**config.mk**
```make
export PLATFORM = sky130hd
export DESIGN_NAME = pattern_seq_ctrl
export DESIGN_NICKNAME = d
export VERILOG_FILES = /design/src/rtl/pattern_seq_ctrl.sv
export SDC_FILE = /design/constraint.sdc
export NUM_CORES = 1
export LEC_CHECK = 0
export BUFFER_PORTS_ARGS = -buffer_cell sky130_fd_sc_hd__buf_4
export CAP_MARGIN = 20
export CORE_UTILIZATION = 40
export CTS_BUF_LIST = sky130_fd_sc_hd__clkbuf_8 sky130_fd_sc_hd__clkbuf_16
export CTS_CLUSTER_SIZE = 14
export DETAILED_ROUTE_END_ITERATION = 7
export GPL_TIMING_DRIVEN = 0
export SYNTH_ARGS = -nofsm -noshare
export SYNTH_HDL_FRONTEND = slang
export SYNTH_SLANG_ARGS = --single-unit
```
**constraint.sdc**
```tcl
create_clock -name clk -period 2.36 [get_ports clk]
set_input_delay 0.354 -clock clk [delete_from_list [all_inputs] [get_ports clk]]
set_output_delay 0.354 -clock clk [all_outputs]
set_load 0.01 [all_outputs]
```
**src/rtl/pattern_seq_ctrl.sv**
```systemverilog
// Frame-synchronous test-pattern selector for the HDMI pattern generator.
// Pattern switches (host request or auto-cycle) are applied only at VS rising edges, with optional blanking.
//
// state | meaning
// SYNC  | after reset, waiting for the first frame boundary; outputs held at reset values
// RUN   | pattern active; host requests accepted; auto-cycle hold counter running
// MUTE  | blank asserted for MUTE_FRAMES boundaries after a switch; requests refused
module pattern_seq_ctrl #(
    parameter int NUM_PATTERNS       = 4,
    parameter int SEL_W              = 2,
    parameter int FRAMES_PER_PATTERN = 120,
    parameter int MUTE_FRAMES        = 1
) (
    input  logic             clk,
    input  logic             rstn,
    input  logic             vs,
    input  logic             auto_en,
    input  logic             req_valid,
    input  logic [SEL_W-1:0] req_sel,
    output logic             req_ready,
    output logic [SEL_W-1:0] pat_sel,
    output logic             pat_upd,
    output logic             blank,
    output logic [15:0]      frame_cnt
);

    typedef enum logic [1:0] {
        SYNC = 2'd0,
        RUN  = 2'd1,
        MUTE = 2'd2
    } state_t;

    localparam logic [SEL_W-1:0] MAX_SEL   = SEL_W'(NUM_PATTERNS - 1);
    localparam logic [15:0]      HOLD_LAST = 16'(FRAMES_PER_PATTERN - 1);
    localparam logic [15:0]      MUTE_LEN  = 16'(MUTE_FRAMES);

    state_t           state, state_nx;
    logic             vs_q;
    logic             fb;
    logic             accept;
    logic [SEL_W-1:0] sel_clamp;
    logic [SEL_W-1:0] sel_wrap;

    logic [15:0]      hold, hold_nx;
    logic [15:0]      mute_cnt, mute_cnt_nx;
    logic             pend, pend_nx;
    logic [SEL_W-1:0] pend_sel, pend_sel_nx;
    logic [SEL_W-1:0] pat_sel_nx;
    logic             pat_upd_nx;
    logic             blank_nx;
    logic [15:0]      frame_cnt_nx;

    logic             do_switch;
    logic [SEL_W-1:0] switch_sel;

    assign fb        = vs & ~vs_q;
    assign req_ready = (state == RUN) & ~pend;
    assign accept    = req_valid & req_ready;
    assign sel_clamp = (req_sel > MAX_SEL) ? MAX_SEL : req_sel;
    assign sel_wrap  = (pat_sel >= MAX_SEL) ? '0 : pat_sel + SEL_W'(1);

    always_ff @(posedge clk or negedge rstn) begin
        if (!rstn) begin
            state     <= SYNC;
            vs_q      <= 1'b0;
            hold      <= '0;
            mute_cnt  <= '0;
            pend      <= 1'b0;
            pend_sel  <= '0;
            pat_sel   <= '0;
            pat_upd   <= 1'b0;
            blank     <= 1'b0;
            frame_cnt <= '0;
        end else begin
            state     <= state_nx;
            vs_q      <= vs;
            hold      <= hold_nx;
            mute_cnt  <= mute_cnt_nx;
            pend      <= pend_nx;
            pend_sel  <= pend_sel_nx;
            pat_sel   <= pat_sel_nx;
            pat_upd   <= pat_upd_nx;
            blank     <= blank_nx;
            frame_cnt <= frame_cnt_nx;
        end
    end

    always_comb begin
        state_nx     = state;
        hold_nx      = hold;
        mute_cnt_nx  = mute_cnt;
        pend_nx      = pend;
        pend_sel_nx  = pend_sel;
        pat_sel_nx   = pat_sel;
        pat_upd_nx   = 1'b0;
        blank_nx     = blank;
        frame_cnt_nx = frame_cnt;
        do_switch    = 1'b0;
        switch_sel   = pat_sel;

        if (fb) begin
            frame_cnt_nx = frame_cnt + 16'd1;
        end

        // A request accepted on a boundary cycle is only seen at the following boundary
        if (accept) begin
            pend_nx     = 1'b1;
            pend_sel_nx = sel_clamp;
        end

        case (state)
            SYNC: begin
                if (fb) begin
                    state_nx = RUN;
                end
            end
            RUN: begin
                if (fb) begin
                    if (pend) begin
                        do_switch  = 1'b1;
                        switch_sel = pend_sel;
                        pend_nx    = 1'b0;
                    end else if (auto_en && (hold >= HOLD_LAST)) begin
                        do_switch  = 1'b1;
                        switch_sel = sel_wrap;
                    end

                    if (do_switch) begin
                        pat_sel_nx = switch_sel;
                        pat_upd_nx = 1'b1;
                        hold_nx    = '0;
                        if (MUTE_FRAMES > 0) begin
                            blank_nx    = 1'b1;
                            mute_cnt_nx = MUTE_LEN;
                            state_nx    = MUTE;
                        end
                    end else if (auto_en) begin
                        hold_nx = hold + 16'd1;
                    end
                end
            end
            MUTE: begin
                if (fb) begin
                    if (auto_en) begin
                        hold_nx = hold + 16'd1;
                    end
                    if (mute_cnt <= 16'd1) begin
                        blank_nx    = 1'b0;
                        mute_cnt_nx = '0;
                        state_nx    = RUN;
                    end else begin
                        mute_cnt_nx = mute_cnt - 16'd1;
                    end
                end
            end
            default: begin
                state_nx = SYNC;
            end
        endcase
    end

endmodule

```
; Word-level counts from Yosys, hierarchy flattened
; Cells that the tools add are included.
[word_totals]
out_inout_bits = 21
word_cells = 75
in_bits = 7
reg_bits = 58
[op_classes]
n_reduce_logical = 9
bitwise = 5
mux = 36
eq_ne = 7
add_sub_neg = 4
n_lt_le_gt_ge = 4
[op_table]
columns = op, count
row1 = $mux 16, 8
row2 = $pmux 16 s2, 2
row3 = $add 16x1->16 const B, 2
row4 = $mux 2, 9
row5 = $ge 16x7->1 const B, 1
row6 = $le 16x1->1 const B, 1
row7 = $sub 16x1->16 const B, 1
row8 = $mux 1, 15
row9 = $reduce_and 5->1, 2
row10 = $ne 2x2->1 const B, 4
row11 = $reduce_and 4->1, 2
row12 = $pmux 2 s3, 1
row13 = $reduce_bool 2->1, 2
row14 = $and 1x1->1, 3
row15 = $reduce_and 3->1, 1
row16 = $add 2x1->2 const B, 1
row17 = $eq 2x1->1 const B, 1
row18 = $eq 2x2->1 const B, 1
row19 = $ge 2x2->1 const B, 1
row20 = $gt 2x2->1 const B, 1
row21 = $logic_not 2->1, 1
row22 = $ne 2x1->1 const B, 1
row23 = $not 1->1, 2
row24 = $pmux 1 s2, 1
row25 = $logic_and 1x1->1, 1

; Depth between registers and ports, before layout
; Gate-level depths: netlist (run 1).
[logic_depth]
depth_word = 9
mapped_depth = 8
ltp_nobuf = 7

; Worst setup path after synthesis (run 1)
; No wires, ideal clock.
[synth_path]
kind = flip-flop to flip-flop
startpoint = register mute_cnt[8]
endpoint = register mute_cnt[0]
synth_period_minus_slack_ns = 2.287
t_arrival_ns = 2.153
path_stages_with_launch = 7
path_buffers = 1
setup_ns = 0.133
slack_ns = 0.073
path_cell_list = dfrtp_1 > or4_4 > buf_6 > or4_1 > or4_4 > a221oi_1 > a21oi_1
[synth_via]
elab_chain_cells = 4
[synth_rtl]
columns = item, line
row1 = "start, declared", 45  ; logic [15:0] mute_cnt, mute_cnt_nx;
row2 = "start signal, assigned", 78  ; mute_cnt <= mute_cnt_nx;
row3 = $le 16x1->1, 147  ; if (mute_cnt <= 16'd1) begin
row4 = $mux 16, 147
row5 = $mux 16, 143  ; if (fb) begin
row6 = $pmux 16 s2, 111  ; case (state)
; Every way passes these cells. The select of a mux whose other input is x is not followed.
; A chain may end at the register's enable or synchronous reset.

; Final worst setup path (run 1)
[layout_path]
startpoint = register mute_cnt[6]
endpoint = register state[0]
[layout_via]
elab_chain_cells = 3
[layout_rtl]
columns = item, line
row1 = $le 16x1->1, 147
row2 = $ne 2x2->1 (no source line), -
row3 = $reduce_and 5->1 (no source line), -
row4 = "end signal, assigned", 75  ; state <= state_nx;
row5 = "end, declared", 37  ; state_t state, state_nx;
; Every way passes these cells.

==> results of run 1 <==
worst min path at each step:
stage | cells after the start | to | slack, ns | from
global route | 1 | mute_cnt[11] | 0.15 | rstn
global placement | 1 | mute_cnt[14] | 0.45 | mute_cnt[14]
CTS | 1 | mute_cnt[11] | 0.12 | rstn
detailed placement | 1 | mute_cnt[11] | 0.47 | rstn
floorplan | 0 | blank | 0.06 | rstn
finish | 1 | mute_cnt[11] | 0.07 | rstn
area by class of cell:
type / count / area [sq um]
clock inverters: 5 / 52.6
well taps: 96 / 120
fillers: 667 / 3390
plain buffers: 7 / 28.8
flip-flops and latches: 58 / 1450
clock buffers: 11 / 151
repair buffers: 31 / 233
inverters: 7 / 26.3
multi-input cells: 223 / 1490
cells in the final DEF (no fill, tap or decap), drive strengths merged, types with 4 or more instances in the layout:
cell type	count
a211o	8
a21oi	12
and2	5
and3	8
buf	31
clkbuf	18
dfrtp	58
ha	5
inv	7
mux2i	4
nand2	22
nand3	9
nand4	10
nor2	32
nor3	12
nor4	4
o21ai	7
or3	13
or4	5
xnor2	14
xor2	14
kinds of logic (layout without fill, tap and decap cells):
group	count (synthesis)	count (layout)
flip-flops	58	58
AND/OR/NAND/NOR	138	138
AO/OA/AOI/OAI	46	46
multiplexers	6	6
XOR/XNOR	28	28
adder cells (fa/ha/maj)	5	5
buffers and inverters	17	61
registers in the layout, summed over array words and instances, names as in the netlist:
signal and cells:
hold 16, vs_q 1, pat_sel 2, pend 1, state 2, pend_sel 2
pat_upd 1, blank 1, frame_cnt 16, mute_cnt 16
repair_timing:
item                                    in CTS  in global routing
endpoints found under the setup margin      11                 14
hold buffers                                 0                  0
setup buffers                                2                  2
pin swaps                                    1                  5
resized for setup                            5                 13
per-stage QoR:
| step | setup WS (ns) | instance area, sq um | hold slack, ns |
|---|---|---|---|
| after floorplan | 0.0732 | 2940 | 0.0584 |
| after global placement | -0.139 | 3270 | 0.455 |
| after detailed placement | -0.141 | 3270 | 0.470 |
| after CTS | 0.00187 | 3510 | 0.116 |
| after global routing | 0.00575 | 3560 | 0.149 |
| final | 0.0743 | 3560 | 0.0735 |
per-layer routing:
metal | track usage, % | part of all wire, % | vias up | wire length, um
met3 | 5.75 | 2.9 | 4 | 173
met2 | 28.5 | 48 | 26 | 2860
met5 | 0 | 0 | - | 0
met1 | 22.1 | 48 | 1131 | 2910
li1 | - | - | 1147 | -
met4 | 4.92 | 0.98 | 0 | 59
power groups by stage:
stage / logic, mW / clock network (mW) / registers, mW
6_report: 1.31 / 0.928 / 1.49
5_1_grt: 1.46 / 1.00 / 1.54
4_1_cts: 1.25 / 0.954 / 1.49
3_5_place_dp: 1.19 / 0 / 1.51
3_3_place_gp: 1.16 / 0 / 1.50
2_1_floorplan: 0.792 / 0 / 1.49
==> out/qor.yml, run 1 <==
status: "complete, no violations"
slowest_stage: "or4_4"
grt_pass1_wl_mm: 10.4
r2r_start: "mute_cnt[6]"
required_ns: 2.61
die_area_sq_um: 7700
diodes: 0
syn_area_per_cell_sq_um: 9.88
synth-edff-count: 0
clk_pin_slew_ns: 0.07
power_frac_clock_pct: 24.9
final-max-slew-violation-count: 0
synth_seq_area_share_pct: 49.3
ff2ff_path_depth: 5
synth_cell_types: 44
num_vias: 2308
clk_latency_ns: 0.33
start_util_pct: 42.4
combPwrFrac_pct: 35.1
rsz0062_at_grt: "false"
drt_pass1_iterations: 4
cts.path.max_buffers: 2
p_sw_mw: 1.32
synth_commonest_cells: "dfrtp_1 (58), nor2_1 (32), nand2_1 (22)"
grt_pass1_vias: 2252
fmax_mhz: 437
crit_family: "simple AND/OR/NAND/NOR gates"
cp_num_buf_inv: 0
drc_errors: 0
reg2reg_slack_ns: 0.07
synth.most_common_cell: "dfrtp_1"
leakage_nw: 1.64
skew_ns: 0.00770
power_switching_share_pct: 35.5
core_area_sq_um: 6940
syn_nets: 310
layout-drive-gt1-share_pct: 18.7
cts.sinks: 58
grt_max_degree: 59
antenna_left: 0
antenna_found_initial: 0
fin_crit_sh_pct: 96.9
endpoint: "state[0]"
cpPeakStageDelay_ns: 0.56
gp_congestion: 0.790
cp_max_fo: 4
pin_count: 28
p_int_mw: 2.40
die_w_um: 87.8
worstSetupStartpoint: "mute_cnt[6]"
synthAdderAreaFrac_pct: 2.13
ys_async_sr_fraction_pct: 100
numCtsBuffers: 9
die_h_um: 87.8
port-buffer-count: 27
yosys.area_share.xor_xnor_pct: 8.33
cap_violations: 0
place_inst: 421
area_growth_pct: 20.8
worstPathCellList: "or4_4 > or4_1 > or4_4 > a21o_1 > a31oi_1"
tns_ns: 0
worst_hold_path_type: "in2async"
drtIter0Drc: 133
post-route-min-period_ns: 2.29
criticalPathCategory: "reg2reg"
power_density_nw_per_um2: 1050
yosys-top-cells-area: "dfrtp_1 (49%), xnor2_1 (4.2%), xor2_1 (4.2%)"
maxSlewHeadroom_pct: 50.8
end_kind: "flop"
drt_wl_total_mm: 6.01
hold_viol: 0
cp.depth: 5
final_cells: 438
synth_compound_area_share_pct: 10.5
tightest_slew_ns: 0.737
grt_overflow: 0
dp_hpwl_mm: 4.06
grt.total_usage_pct: 17.5
syn_area_sq_um: 2940
synth_warnings: 0
yosys.area.top_type: "dfrtp_1"
synth_top_family_by_area: "simple AND/OR/NAND/NOR gates"
fin_util_pct: 51.2
via_per_inst: 5.27
dominantRegCellSynth: "dfrtp_1"
cpMostUsedCell: "or4_4"
power_mw: 3.72
fin_nets: 349
startpoint_type: "flop"
wire_per_inst_um: 13.7
ir_worst_vdd_mv: 0.529
setup_viol: 0
ys_ff_latch: 58
power_frac_seq_pct: 40.0
synth_cells: 298
yosys.area_share.simple_pct: 25.1
cts_tree: "done"
synth_mux_area_share_pct: 2.13
r2r-end: "state[0]"
cts_root_buf: "clkbuf_8"
worst_ep_arrival_time_ns: 2.53
rows: 30
synth.top_cell.area_share_pct: 49.3
htreeDepth: 3
Note: power is estimated with default switching activity, not from simulation.
==> run 2: changes to the inputs <==
--- a/config.mk
+++ b/config.mk
@@ -11,7 +11,8 @@
 export CTS_BUF_LIST = sky130_fd_sc_hd__clkbuf_8 sky130_fd_sc_hd__clkbuf_16
 export CTS_CLUSTER_SIZE = 14
 export DETAILED_ROUTE_END_ITERATION = 7
-export GPL_TIMING_DRIVEN = 0
+export PLACE_DENSITY = 0.68
+export SLEW_MARGIN = 20
 export SYNTH_ARGS = -nofsm -noshare
 export SYNTH_HDL_FRONTEND = slang
 export SYNTH_SLANG_ARGS = --single-unit
==> out/qor.yml, run 2 (synthesis results as in run 1) <==
gp_congestion: 0.739  # was 0.790
antenna_found_initial: 0  # unchanged
fin_nets: 350  # was 349
power_density_nw_per_um2: 1030  # was 1050 nW/um^2
worst_ep_arrival_time_ns: 2.50  # was 2.53 ns
worstSetupStartpoint: "mute_cnt[0]"  # was mute_cnt[6]
startpoint_type: "flop"  # unchanged
clk_pin_slew_ns: 0.07  # about the same
drc_errors: 0  # unchanged
dp_hpwl_mm: 4.05  # was 4.06 mm
post-route-min-period_ns: 2.28  # was 2.29 ns
drt_pass1_iterations: 4  # unchanged
core_area_sq_um: 6940  # unchanged
wire_per_inst_um: 13.4  # was 13.7 um
num_vias: 2289  # was 2308
via_per_inst: 5.23  # was 5.27
die_area_sq_um: 7700  # unchanged
cp_max_fo: 4  # unchanged
maxSlewHeadroom_pct: 51.5  # was 50.8%
grt.total_usage_pct: 16.8  # was 17.5%
htreeDepth: 3  # unchanged
tns_ns: 0  # unchanged
grt_max_degree: 59  # unchanged
r2r-end: "mute_cnt[8]"  # was state[0]
setup_viol: 0  # unchanged
fin_util_pct: 50.5  # was 51.2%
endpoint: "mute_cnt[8]"  # was state[0]
rows: 30  # unchanged
cpPeakStageDelay_ns: 0.46  # was 0.56 ns
fmax_mhz: 439  # was 437 MHz
pin_count: 28  # unchanged
final_common_cell: "dfrtp_1"  # unchanged
worst_hold_path_type: "in2async"  # unchanged
ir_worst_vdd_mv: 0.583  # was 0.529 mV
antenna_left: 0  # unchanged
diodes: 0  # unchanged
cap_violations: 0  # unchanged
end_kind: "flop"  # unchanged
numCtsBuffers: 9  # unchanged
ff2ff_path_depth: 7  # was 5
port-buffer-count: 27  # unchanged
top_regs: "frame_cnt (16), hold (16), mute_cnt (16)"  # unchanged
cts.path.max_buffers: 2  # unchanged
grt_overflow: 0  # unchanged
clk_latency_ns: 0.34  # was 0.33 ns
grt_pass1_wl_mm: 10.1  # was 10.4 mm
die_w_um: 87.8  # unchanged
area_growth_pct: 19.2  # was 20.8%
worstPathCellList: "inv_2 > ha_2 > or4b_4 > or2_1 > or3_1 > and3_1 > a211o_1"  # was or4_4 > or4_1 > or4_4 > a21o_1 > a31oi_1
cts_root_buf: "clkbuf_8"  # unchanged
final-max-slew-violation-count: 0  # unchanged
rsz0062_at_grt: "false"  # unchanged
cts.sinks: 58  # unchanged
required_ns: 2.59  # was 2.61 ns
reg2reg_slack_ns: 0.08  # was 0.07 ns
skew_ns: 0.0106  # was 0.00770 ns
final_cell_mix: "dfrtp_1 (58), buf_4 (39), nor2_1 (32)"  # was dfrtp_1 (58), nor2_1 (32), buf_4 (31)
drt_wl_total_mm: 5.88  # was 6.01 mm
criticalPathCategory: "reg2reg"  # unchanged
r2r_start: "mute_cnt[0]"  # was mute_cnt[6]
fin_crit_sh_pct: 96.5  # was 96.9%
layout-drive-gt1-share_pct: 17.5  # was 18.7%
slowest_stage: "or4b_4"  # was or4_4
die_h_um: 87.8  # unchanged
leakage_nw: 1.65  # was 1.64 nW
status: "complete, no violations"  # unchanged
start_util_pct: 42.4  # unchanged
hold_viol: 0  # unchanged
grt_pass1_vias: 2200  # was 2252
cts_tree: "done"  # unchanged
tightest_slew_ns: 0.728  # was 0.737 ns
drtIter0Drc: 102  # was 133
holdWs_ns: 0.0725  # was 0.0735 ns
hold_buffers: 0  # unchanged
==> run 2: worst min path at each step <==
stage | depth (start not counted) | slack, ns | start | to
after floorplan | 0 | 0.06 | rstn | blank
after global placement | 1 | 0.46 | mute_cnt[14] | mute_cnt[14]
after detailed placement | 1 | 0.46 | frame_cnt[15] | frame_cnt[15]
after CTS | 1 | 0.11 | rstn | mute_cnt[13]
after global routing | 1 | 0.14 | rstn | mute_cnt[13]
final | 1 | 0.07 | rstn | mute_cnt[13]
==> run 2: report_power, final <==
| group | leakage [nW] | internal (mW) | switching [mW] |
|---|---|---|---|
| Combinational | 0.798 | 0.611 | 0.605 |
| Clock | 0.105 | 0.499 | 0.375 |
| Sequential | 0.752 | 1.23 | 0.283 |
| Total | 1.65 | 2.34 | 1.26 |
==> run 2: critical path, delay by kind of cell (launching register included) <==
kind            cells  cell delay [ns]
simple gates        4             1.23
flops               1             0.40
compound gates      1             0.26
fa+ha+maj           1             0.20
buf+inv             1             0.09
==> run 2: repair_timing <==
action | 4_1_cts | 5_1_grt
resized for setup | 0 | 4
endpoints found under the setup margin | 0 | 2
buffers inserted | 0 | 0
==> run 2: per-layer routing <==
metal / GRT usage [%] / up-vias / part of all wire (%)
li1: - / 1146 / -
met1: 22.4 / 1106 / 48
met2: 26.8 / 31 / 48
met3: 5.18 / 6 / 3.5
met4: 4.02 / 0 / 0.66
met5: 0 / - / 0
==> run 2: per-stage QoR <==
stage | cell area (sq um) | power, mW | setup slack (ns) | instances
6_report | 3510 | 3.60 | 0.0833 | 438
5_1_grt | 3510 | 3.87 | 0.0147 | 438
4_1_cts | 3500 | 3.63 | 0.0535 | 438
3_5_place_dp | 3310 | 2.73 | 0.0700 | 423
3_3_place_gp | 3310 | 2.69 | 0.122 | 423
2_1_floorplan | 2940 | 2.28 | 0.0732 | 298
==> run 2: final cells by class <==
cell class | instances | area (sq um)
clock inverters | 5 | 47.5
flip-flops and latches | 58 | 1450
fillers | 658 | 3440
multi-input cells | 223 | 1430
repair buffers | 39 | 293
inverters | 7 | 26.3
clock buffers | 10 | 138
well taps | 96 | 120
==> run 3: changes to the inputs <==
--- a/config.mk
+++ b/config.mk
@@ -11,6 +11,7 @@
 export CTS_BUF_LIST = sky130_fd_sc_hd__clkbuf_8 sky130_fd_sc_hd__clkbuf_16
 export CTS_CLUSTER_SIZE = 14
 export DETAILED_ROUTE_END_ITERATION = 7
+export MAX_ROUTING_LAYER = met4
 export PLACE_DENSITY = 0.68
 export SLEW_MARGIN = 20
 export SYNTH_ARGS = -nofsm -noshare
==> out/qor.yml, run 3 (synthesis results as in run 1) <==
place_area_sq_um: 3310  # unchanged
fin_nets: 350  # unchanged
tightest_slew_ns: 0.729  # was 0.728 ns
cap_violations: 0  # unchanged
drc_errors: 0  # unchanged
post-route-min-period_ns: 2.28  # about the same
antenna_left: 0  # unchanged
area_growth_pct: 19.2  # unchanged
stdcell_area_sq_um: 3510  # unchanged
cts.sinks: 58  # unchanged
ir_worst_vdd_mv: 0.583  # about the same
r2r_start: "mute_cnt[0]"  # unchanged
diodes: 0  # unchanged
numCtsBuffers: 9  # unchanged
htreeDepth: 3  # unchanged
num_vias: 2290  # was 2289
core_area_sq_um: 6940  # unchanged
cp_num_buf_inv: 1  # unchanged
dp_hpwl_mm: 4.05  # unchanged
maxSlewHeadroom_pct: 51.4  # was 51.5%
rows: 30  # unchanged
clk_pin_slew_ns: 0.07  # about the same
grt_max_degree: 59  # unchanged
cts_tree: "done"  # unchanged
gp_congestion: 0.749  # was 0.739
r2r-end: "mute_cnt[8]"  # unchanged
skew_ns: 0.0105  # was 0.0106 ns
reg2reg_slack_ns: 0.08  # about the same
startpoint_type: "flop"  # unchanged
hold_buffers: 0  # unchanged
pin_count: 28  # unchanged
via_per_inst: 5.23  # about the same
criticalPathCategory: "reg2reg"  # unchanged
cp_max_fo: 4  # unchanged
cts_root_buf: "clkbuf_8"  # unchanged
clk_latency_ns: 0.33  # was 0.34 ns
final_cell_mix: "dfrtp_1 (58), buf_4 (39), nor2_1 (32)"  # unchanged
die_area_sq_um: 7700  # unchanged
slowest_stage: "or4b_4"  # unchanged
die_w_um: 87.8  # unchanged
final-max-slew-violation-count: 0  # unchanged
leakage_nw: 1.65  # unchanged
end_kind: "flop"  # unchanged
power_density_nw_per_um2: 1030  # about the same
cp.depth: 7  # unchanged
worstSetupStartpoint: "mute_cnt[0]"  # unchanged
antenna_found_initial: 0  # unchanged
port-buffer-count: 27  # unchanged
holdWs_ns: 0.0736  # was 0.0725 ns
multiInputGateArea_sq_um: 1430  # unchanged
tns_ns: 0  # unchanged
crit_family: "simple AND/OR/NAND/NOR gates"  # unchanged
cts_resized: 0  # unchanged
required_ns: 2.58  # was 2.59 ns
final_common_cell: "dfrtp_1"  # unchanged
worst_ep_arrival_time_ns: 2.50  # about the same
drt_wl_total_mm: 5.87  # was 5.88 mm
grt_pass1_wl_mm: 10.1  # about the same
worstPathCellList: "inv_2 > ha_2 > or4b_4 > or2_1 > or3_1 > and3_1 > a211o_1"  # unchanged
fin_crit_sh_pct: 96.5  # about the same
top_regs: "frame_cnt (16), hold (16), mute_cnt (16)"  # unchanged
ff2ff_path_depth: 7  # unchanged
drt_pass1_iterations: 4  # unchanged
wire_per_inst_um: 13.4  # about the same
cts.path.max_buffers: 2  # unchanged
rsz0062_at_grt: "false"  # unchanged
nFillCells: 658  # unchanged
drtIter0Drc: 94  # was 102
fmax_mhz: 439  # about the same
grt_overflow: 0  # unchanged
register_area_sq_um: 1450  # unchanged
layout-drive-gt1-share_pct: 17.5  # unchanged
die_h_um: 87.8  # unchanged
start_util_pct: 42.4  # unchanged
cpPeakStageDelay_ns: 0.46  # about the same
worst_hold_path_type: "in2async"  # unchanged
grt_pass1_vias: 2200  # unchanged
grt.total_usage_pct: 17.3  # was 16.8%
status: "complete, no violations"  # unchanged
post_cts_buffers: 0  # unchanged
hold_viol: 0  # unchanged
setup_viol: 0  # unchanged
==> run 3: cell counts in the layout (fill, tap and decap cells not counted) <==
No cell type changed its count.
==> run 3: worst register-to-register path: cells and delay by family, from the launching register on <==
kind | cells | cell delay (ns)
AO/OA/AOI/OAI | 1 | 0.26
adder cells (fa/ha/maj) | 1 | 0.20
buffers and inverters | 1 | 0.09
flip-flops | 1 | 0.40
AND/OR/NAND/NOR | 4 | 1.23
==> run 3: where the power goes <==
part	switching (mW)	total [mW]	internal, mW
registers	0.284	1.51	1.23
logic	0.606	1.22	0.611
clock network	0.374	0.873	0.499
==> run 3: area by class of cell <==
class / count / area share, %
Sequential cell: 58 / 41.4
Inverter: 7 / 0.749
Clock buffer: 10 / 3.92
Multi-Input combinational cell: 223 / 40.8
Tap cell: 96 / 3.42
Clock inverter: 5 / 1.36
Timing Repair Buffer: 39 / 8.35
==> run 3: worst max-delay path by stage <==
stage / endpoint / slack, ns
4_1_cts: mute_cnt[0] / 0.05
2_1_floorplan: mute_cnt[0] / 0.07
5_1_grt: mute_cnt[8] / 0.01
3_3_place_gp: mute_cnt[8] / 0.12
6_report: mute_cnt[8] / 0.08
3_5_place_dp: mute_cnt[8] / 0.07
==> run 3: per-stage QoR <==
stage	power, mW	util (%)	setup WS (ns)	cells
after global routing	3.87	50.5	0.0148	438
after floorplan	2.28	-	0.0732	298
after detailed placement	2.73	47.7	0.0700	423
final	3.61	50.5	0.0834	438
after CTS	3.63	50.3	0.0535	438
after global placement	2.69	47.7	0.122	423
==> run 3: per-layer routing <==
metal / track usage (%) / vias to the layer above / wire length, um
met5: - / - / 0
met4: 4.02 / 0 / 39
met3: 5.18 / 7 / 189
met2: 26.8 / 28 / 2810
met1: 22.4 / 1110 / 2830
li1: - / 1145 / -
